<file path="src/rtl/z2_cycle_seq.sv">
// z2_cycle_seq: Zorro II target-side bus cycle sequencer.
// Synchronises the raw 68000 strobes into MEMCLK and tracks one bus cycle at a
// time: it latches the decoded channel, waits for a data strobe, then either
// acknowledges (DTACK), aborts on AS_n release, or raises a bus error on timeout.
//
// Ports:
//   MEMCLK, RESET_n          clock (rising edge), asynchronous active-low reset
//   AS_n, UDS_n, LDS_n, RW   raw bus strobes, asynchronous to MEMCLK
//   ch_hit                   per-channel address-decode hit (combinational)
//   ch_ready                 per-channel completion, sampled only in DATA
//   as_s, uds_s, lds_s, rw_s final synchroniser stage of each strobe
//   z2_state                 current state code (IDLE=0 .. TMO=4)
//   ch_sel                   one-hot channel latched for the current cycle
//   ovr_oe, dtack_oe, berr_oe drive enables for OVR_n, DTACK_n, BERR_n
//   timeout_flag             sticky timeout indicator, cleared only by reset
module z2_cycle_seq #(
  parameter int unsigned       NUM_CH         = 5,
  parameter int unsigned       SYNC_STAGES    = 2,
  parameter logic [NUM_CH-1:0] IMM_MASK       = NUM_CH'(5'b10001),
  parameter int unsigned       TIMEOUT_CYCLES = 255
) (
  input  logic              MEMCLK,
  input  logic              RESET_n,
  input  logic              AS_n,
  input  logic              UDS_n,
  input  logic              LDS_n,
  input  logic              RW,
  input  logic [NUM_CH-1:0] ch_hit,
  input  logic [NUM_CH-1:0] ch_ready,
  output logic              as_s,
  output logic              uds_s,
  output logic              lds_s,
  output logic              rw_s,
  output logic [2:0]        z2_state,
  output logic [NUM_CH-1:0] ch_sel,
  output logic              ovr_oe,
  output logic              dtack_oe,
  output logic              berr_oe,
  output logic              timeout_flag
);

  typedef enum logic [2:0] {
    StIdle  = 3'd0,
    StStart = 3'd1,
    StData  = 3'd2,
    StEnd   = 3'd3,
    StTmo   = 3'd4
  } state_e;

  localparam bit         TmoEn   = (TIMEOUT_CYCLES != 0);
  localparam logic [7:0] TmoLast = 8'(TIMEOUT_CYCLES - 1);

  // Strobe synchronisers; index 0 = AS_n, 1 = UDS_n, 2 = LDS_n, 3 = RW.
  logic [3:0]                  bus_raw;
  logic [3:0][SYNC_STAGES-1:0] sync_q;

  assign bus_raw = {RW, LDS_n, UDS_n, AS_n};

  always_ff @(posedge MEMCLK or negedge RESET_n) begin
    if (!RESET_n) begin
      sync_q <= '1;
    end else begin
      for (int i = 0; i < 4; i++) begin
        sync_q[i] <= {sync_q[i][SYNC_STAGES-2:0], bus_raw[i]};
      end
    end
  end

  assign as_s  = sync_q[0][SYNC_STAGES-1];
  assign uds_s = sync_q[1][SYNC_STAGES-1];
  assign lds_s = sync_q[2][SYNC_STAGES-1];
  assign rw_s  = sync_q[3][SYNC_STAGES-1];

  state_e            state_q, state_d;
  logic [NUM_CH-1:0] sel_q, sel_d;
  logic              dtack_q, dtack_d;
  logic [7:0]        cnt_q, cnt_d;
  logic              tflag_q, tflag_d;
  logic [NUM_CH-1:0] hit_low;
  logic              ack;

  // Two's-complement trick isolates the lowest set bit of ch_hit.
  assign hit_low = ch_hit & (~ch_hit + NUM_CH'(1));
  assign ack     = |(sel_q & (IMM_MASK | ch_ready));

  always_comb begin
    state_d = state_q;
    sel_d   = sel_q;
    dtack_d = dtack_q;
    cnt_d   = cnt_q;
    tflag_d = tflag_q;
    case (state_q)
      StIdle: begin
        if (!as_s && (|ch_hit)) begin
          state_d = StStart;
          sel_d   = hit_low;
        end
      end
      StStart: begin
        if (as_s) begin
          state_d = StIdle;
          sel_d   = '0;
        end else if (!uds_s || !lds_s) begin
          state_d = StData;
          cnt_d   = '0;
        end
      end
      StData: begin
        if (cnt_q != 8'hff) begin
          cnt_d = cnt_q + 8'd1;
        end
        // Abort beats acknowledge; acknowledge beats timeout on the same edge.
        if (as_s) begin
          state_d = StIdle;
          sel_d   = '0;
        end else if (ack) begin
          state_d = StEnd;
          dtack_d = 1'b1;
        end else if (TmoEn && (cnt_q == TmoLast)) begin
          state_d = StTmo;
          tflag_d = 1'b1;
        end
      end
      StEnd: begin
        if (as_s) begin
          state_d = StIdle;
          sel_d   = '0;
          dtack_d = 1'b0;
        end
      end
      StTmo: begin
        if (as_s) begin
          state_d = StIdle;
          sel_d   = '0;
        end
      end
      default: begin
        state_d = StIdle;
        sel_d   = '0;
        dtack_d = 1'b0;
      end
    endcase
  end

  always_ff @(posedge MEMCLK or negedge RESET_n) begin
    if (!RESET_n) begin
      state_q <= StIdle;
      sel_q   <= '0;
      dtack_q <= 1'b0;
      cnt_q   <= '0;
      tflag_q <= 1'b0;
    end else begin
      state_q <= state_d;
      sel_q   <= sel_d;
      dtack_q <= dtack_d;
      cnt_q   <= cnt_d;
      tflag_q <= tflag_d;
    end
  end

  assign z2_state     = state_q;
  assign ch_sel       = sel_q;
  assign timeout_flag = tflag_q;

  // Drive enables follow the raw AS_n so the bus is released without sync delay.
  assign ovr_oe   = RESET_n & ~AS_n & (|ch_hit);
  assign dtack_oe = dtack_q & ovr_oe;
  assign berr_oe  = (state_q == StTmo) & ~AS_n;

endmodule

</file>
<file path="config.mk">
export PLATFORM = sky130hd
export DESIGN_NAME = z2_cycle_seq
export DESIGN_NICKNAME = d
export VERILOG_FILES = /design/src/rtl/z2_cycle_seq.sv
export SDC_FILE = /design/constraint.sdc
export NUM_CORES = 1
export LEC_CHECK = 0
export BUFFER_PORTS_ARGS = -buffer_cell sky130_fd_sc_hd__buf_2
export CAP_MARGIN = 20
export CORE_MARGIN = 2
export CORE_UTILIZATION = 50
export CTS_CLUSTER_DIAMETER = 40
export DETAILED_ROUTE_END_ITERATION = 7
export PLACE_DENSITY = 0.82
export RECOVER_POWER = 100
export SLEW_MARGIN = 15
export SYNTH_ARGS = -nofsm -noshare
export SYNTH_HDL_FRONTEND = slang
export SYNTH_SLANG_ARGS = --single-unit
</file>
<file path="constraint.sdc">
create_clock -name MEMCLK -period 2.2 [get_ports MEMCLK]
set_input_delay 0.22 -clock MEMCLK [delete_from_list [all_inputs] [get_ports MEMCLK]]
set_output_delay 0.22 -clock MEMCLK [all_outputs]
set_load 0.05 [all_outputs]
</file>
Yosys cells after proc, flatten, opt, wreduce, memory -nomap -nowiden --
Index checks and enable logic that the tools add are counted.
Cells by class: $add $sub $neg 2, equal/unequal tests 17, multiplexer cells 19, bitwise operators 11, reductions and logical operators 17
Operators by type and width (number):
- $mux 8 | 3
- $mux 3 | 7
- $pmux 8 s2 | 1
- $reduce_and 4->1 | 4
- $ne 2x2->1 const B | 7
- $pmux 3 s4 | 1
- $and 5x5->5 | 2
- $mux 5 | 2
- $pmux 5 s2 | 1
- $reduce_or 5->1 | 2
- $add 8x1->8 const B | 1
- $eq 8x8->1 const B | 1
- $ne 8x8->1 const B | 1
- $eq 3x2->1 const B | 2
- $add 5x1->5 const B | 1
- $not 5->5 | 1
- $and 1x1->1 | 4
- $ne 2x1->1 const B | 2
- $ne 4x4->1 const B | 1
- $not 1->1 | 4
- $reduce_or 4->1 | 1
- $eq 3x1->1 const B | 1
- $eq 3x3->1 const B | 1
- $logic_not 1->1 | 3
- 10 further kinds | 12
Storage, ports and cells: register bits 26, bits of input ports 16, output and inout port bits 16

Longest topological paths before layout --
depth in word-level cells 5, mapped depth 6, depth with buffers taken out 6

Least setup slack after synthesis --
OpenSTA, ideal clock, no wires.
path type reg-to-output, start point register state_q[2], in the netlist z2_state[2], end point output berr_oe, arrival 2.423 ns, data required time 1.980 ns, path slack -0.443 ns, stages on the path, launching flop included 4, cells stage by stage dfrtp_1 > buf_6 > inv_1 > nor4_1
On the way: word-level cells in the longest chain between the ends 2
RTL lines:
- start, declared | line 74 | state_e state_q, state_d;
- start signal, assigned | line 147 | state_q <= StIdle;
- start signal, assigned | line 153 | state_q <= state_d;
- $eq 3x3->1 | line 168 | assign berr_oe = (state_q == StTmo) & ~AS_n;
- $and 1x1->1 | line 168
- end, declared | line 38 | output logic berr_oe,
No other way between the ends.

Final worst setup path --
start point input AS_n, end point output dtack_oe
On the way: word-level cells in the longest chain between the ends 4
RTL lines:
- start, declared | line 24 | input logic AS_n,
- $not 1->1 | line 166 | assign ovr_oe = RESET_n & ~AS_n & (|ch_hit);
- $and 1x1->1 (2 in a row) | line 166
- $and 1x1->1 | line 167 | assign dtack_oe = dtack_q & ovr_oe;
- end, declared | line 37 | output logic dtack_oe,
No other way between the ends.

==> impl_summary.txt <==
----------------------------------------------------
[Status]
  Status ... finished, final reports clean

[Logic synthesis]
  Average size of a mapped cell ... 11.3 um^2
  Yosys warning count ... 0
  Proportion of synthesized flip-flops having asynchronous set or reset ... between 90% and 100%
  Synth Cell Area ... about 1300 um^2
  Post-Syn Nets ... 130
  Synth cell types ... between 40 and 50
  Proportion of synthesized chip area in sequential cells ... 52.2%
  Synthesized instance count ... 112
  Flip-flop and latch count after synthesis ... 26
  Top_reg_cell synth ... sky130_fd_sc_hd__dfrtp_1
  Number of synthesized flops with an enable pin ... 0

[Timing]
  Final WS setup ... 0.266 ns
  Fmax ... 517 MHz
  Slew headroom ... 13.2%
  Minimum clock period after layout ... 1.93 ns
  Final period util ... 87.9%
  Number of hold-slack violations in the final timing report ... 0
  Setup Skew ... between 0.004 and 0.005 ns
  TNS Setup ... 0 ns
  Unrepaired setup endpoints after global routing ... no
  Slew at the pin closest to its max-slew limit ... around 1.3 ns
  Number of setup violations in the final report ... 0
  Final Slew Violations ... 0

[Placement]
  Routability congestion estimate from global placement ... 0.885
  Port Buffer Count ... 29
  Post-placement worst setup slack ... 0.381 ns
  Placed instance count ... 170
  Hpwl dp ... 1.79 mm

[Job]
  Maxcap violations ... 0

[Power and ir drop]
  Sum of internal, switching and leakage power ... 1.63 mW
  Leakage component of the power ... 0.629 nW
  Power density normalized to cell area ... 1080 nW/um^2
  Maximum vdd drop ... 0.802 mV

[Finish]
  Number of nets in the layout ... 168
  Signed area change from the synthesized netlist to the final layout ... 19.1%
  Non-filler instance count after layout ... 179
  Ratio of cells with drive above 1 in the final layout ... 24.2%
  Number of antenna cells inserted ... 0
  Final core area utilization ... 61.9%

[Setup path]
  Cells along the critical path ... dlygate4sd3_1 > clkbuf_1 > nor3b_2 > and2_1 > clkbuf_1
  CP required ... about 2.0 ns
  Crit path buffers/inverters ... 3
  Most frequent cell on the critical path ... sky130_fd_sc_hd__clkbuf_1
  Crit-path max cell delay ... between 0.5 and 0.6 ns
  Start-to-end type of the worst setup path ... in -> out
  Setup slack on the worst flop-to-flop path ... 0.28 ns
  Largest driver fanout on the critical path ... 3
  Cell type group with the largest total delay on the critical path ... buffers and inverters
  R2r worst-path depth ... 4
  Critical Path End Type ... primary output
  End of the worst register-to-register path ... z2_state[0]
  Data arrival time of the worst path ... 1.71 ns
  Crit path launch type ... input port
  RR Startpoint ... z2_state[0]
  Slowest library cell on the worst path ... sky130_fd_sc_hd__dlygate4sd3_1

[Routing]
  DRC violation total after the first TritonRoute iteration ... 29
  DR vias/cell ... 5.78
  Post-route DRC violation count ... 0
  Number of routed nets with antenna violations ... 0
  Routed WL ... 2.49 mm
  Number of detailed-route iterations in the first pass ... 4
  Per-cell routed wire length ... ~14 um
  Routed via count ... a little over 1000

[Clocking]
  Clk Latency, worst-skew pair ... 0.32 ns
  Number of buffers between clock root and the deepest sink ... 2
  Post-CTS setup-driven buffer insertion count ... 0
  Register clock-pin slew on the reported worst setup and hold paths ... 0.13 ns
  Post-cts hold buffer count ... 4
  CTS Buf Count ... 3
  Number of gates given a new drive strength after cts ... 0
  CTS tree ... built
  Root buf cell ... sky130_fd_sc_hd__clkbuf_4
  Count of H-tree levels built during CTS ... 1
  Clock Sink Count ... 26

[Floorplan]
  Width of the chip ... 54.3 um
  Overall die area ... ~2900 um^2
  Std cell rows ... 18
  Placeable core area ... 2430 um^2
  Number of top-level pins ... 32
  Height of the chip ... 54.3 um
  Starting utilization of the core area ... 52.0%

[GRT]
  Congestion Overflow GR ... 0
  Vias in the first global route ... around 900
  First-pass GRT wire length ... 3.91 mm
  Total routing usage reported by global routing ... between 10% and 20%
  Number of antenna violations at the first check in global routing ... 0
  Pin count of the biggest net entering global routing ... 27

[Hold path]
  Min-delay src ... ch_hit[3]
  Type of the worst min-delay path ... in -> reg
  Hold Crit Depth ... 3
  Hold Crit Endpoint ... ch_sel[3]

----------------------------------------------------
[per-stage QoR]
stage | hold WS, ns | cell area [um^2]
after floorplan | -0.0756 | 1280
after global placement | 0.231 | 1450
after detailed placement | 0.236 | 1450
after CTS | 0.00315 | 1530
after global routing | 0.134 | 1510
final | 0.136 | 1510
[area by class of cell]
class                   instances  area, um^2
clock buffers                   4        36.3
fillers                       206         926
inverters                       5        18.8
multi-input cells              78         567
flip-flops and latches         26         661
well taps                      30        37.5
repair buffers                 36         186
[flip-flops by register name (all words and copies together) (netlist names)]
register,flops
as_s,1
ch_sel,5
cnt_q,8
dtack_q,1
lds_s,1
rw_s,1
sync_q,4
timeout_flag,1
uds_s,1
z2_state,3
[kinds of logic after synthesis]
family / after synthesis / share of synthesized area [%]
fa+ha+maj: 2 / 1.98
compound gates: 30 / 16.8
simple gates: 40 / 20.7
mux: 6 / 5.14
flops: 26 / 52.2
buf+inv: 8 / 3.17
[cells in the final DEF, fill, tap and decap left out, types with 2 or more instances in the layout]
cell type | netlist | layout
sky130_fd_sc_hd__buf_2 | 2 | 12
sky130_fd_sc_hd__a21oi_1 | 3 | 3
sky130_fd_sc_hd__dfrtp_1 | 18 | 18
sky130_fd_sc_hd__nand3_1 | 7 | 7
sky130_fd_sc_hd__inv_1 | 5 | 5
sky130_fd_sc_hd__nor4b_1 | 3 | 3
sky130_fd_sc_hd__mux2_2 | 4 | 4
sky130_fd_sc_hd__mux2i_1 | 2 | 2
sky130_fd_sc_hd__nor2_1 | 4 | 4
sky130_fd_sc_hd__o31ai_1 | 3 | 3
sky130_fd_sc_hd__clkbuf_4 | 0 | 3
sky130_fd_sc_hd__clkbuf_1 | 0 | 17
sky130_fd_sc_hd__and2_1 | 2 | 2
sky130_fd_sc_hd__o21bai_1 | 2 | 2
sky130_fd_sc_hd__ha_1 | 2 | 2
sky130_fd_sc_hd__o211ai_1 | 5 | 6
sky130_fd_sc_hd__nor3_1 | 2 | 2
sky130_fd_sc_hd__nand2_1 | 5 | 5
sky130_fd_sc_hd__a211oi_1 | 2 | 2
sky130_fd_sc_hd__dfstp_2 | 8 | 8
sky130_fd_sc_hd__o21ai_0 | 6 | 7
sky130_fd_sc_hd__nor3b_1 | 5 | 4
sky130_fd_sc_hd__dlygate4sd3_1 | 0 | 5
[worst reg2reg max path, stage by stage (launching register included)]
cell	delay [ns]
sky130_fd_sc_hd__dfrtp_1	0.55
sky130_fd_sc_hd__or4b_1	0.57
sky130_fd_sc_hd__nand3b_4	0.18
sky130_fd_sc_hd__o211ai_1	0.38
sky130_fd_sc_hd__o41ai_1	0.13
[metal layers]
layer  track usage (%)  part of all wire (%)  vias to the layer above
li1                  -                     -                      499
met1              25.1                    45                      498
met2              29.3                    49                       33
met3              3.55                   4.4                        5
met4              10.4                   1.9                        0
met5                 0                     0                        -
[synth_stat cells (3+ instances only)]
master,number,area (um^2)
sky130_fd_sc_hd__o211ai_1,5,37.5
sky130_fd_sc_hd__nand3_1,7,35.0
sky130_fd_sc_hd__mux2_2,4,45.0
sky130_fd_sc_hd__inv_1,5,18.8
sky130_fd_sc_hd__a21oi_1,3,15.0
sky130_fd_sc_hd__dfrtp_1,18,450
sky130_fd_sc_hd__nor2_1,4,15.0
sky130_fd_sc_hd__o31ai_1,3,22.5
sky130_fd_sc_hd__nand2_1,5,18.8
sky130_fd_sc_hd__o21ai_0,6,30.0
sky130_fd_sc_hd__nor3b_1,5,37.5
sky130_fd_sc_hd__nor4b_1,3,26.3
sky130_fd_sc_hd__dfstp_2,8,210
[how the worst max path moves through the flow]
stage                      from     endpoint  slack [ns]  cells after the start
floorplan           z2_state[2]      berr_oe        0.13                      3
global placement      ch_hit[2]    ch_sel[0]        0.42                      5
detailed placement  z2_state[0]  z2_state[0]        0.38                      4
CTS                 z2_state[2]      berr_oe        0.37                      3
global route        z2_state[0]  z2_state[0]        0.15                      4
finish                     AS_n     dtack_oe        0.27                      5
[report_power, final]
group | internal (mW) | leakage [nW] | switching, mW
logic | 0.228 | 0.284 | 0.463
clock network | 0.101 | 0.0210 | 0.138
registers | 0.579 | 0.324 | 0.122
Note: power is estimated with default switching activity, not from simulation.
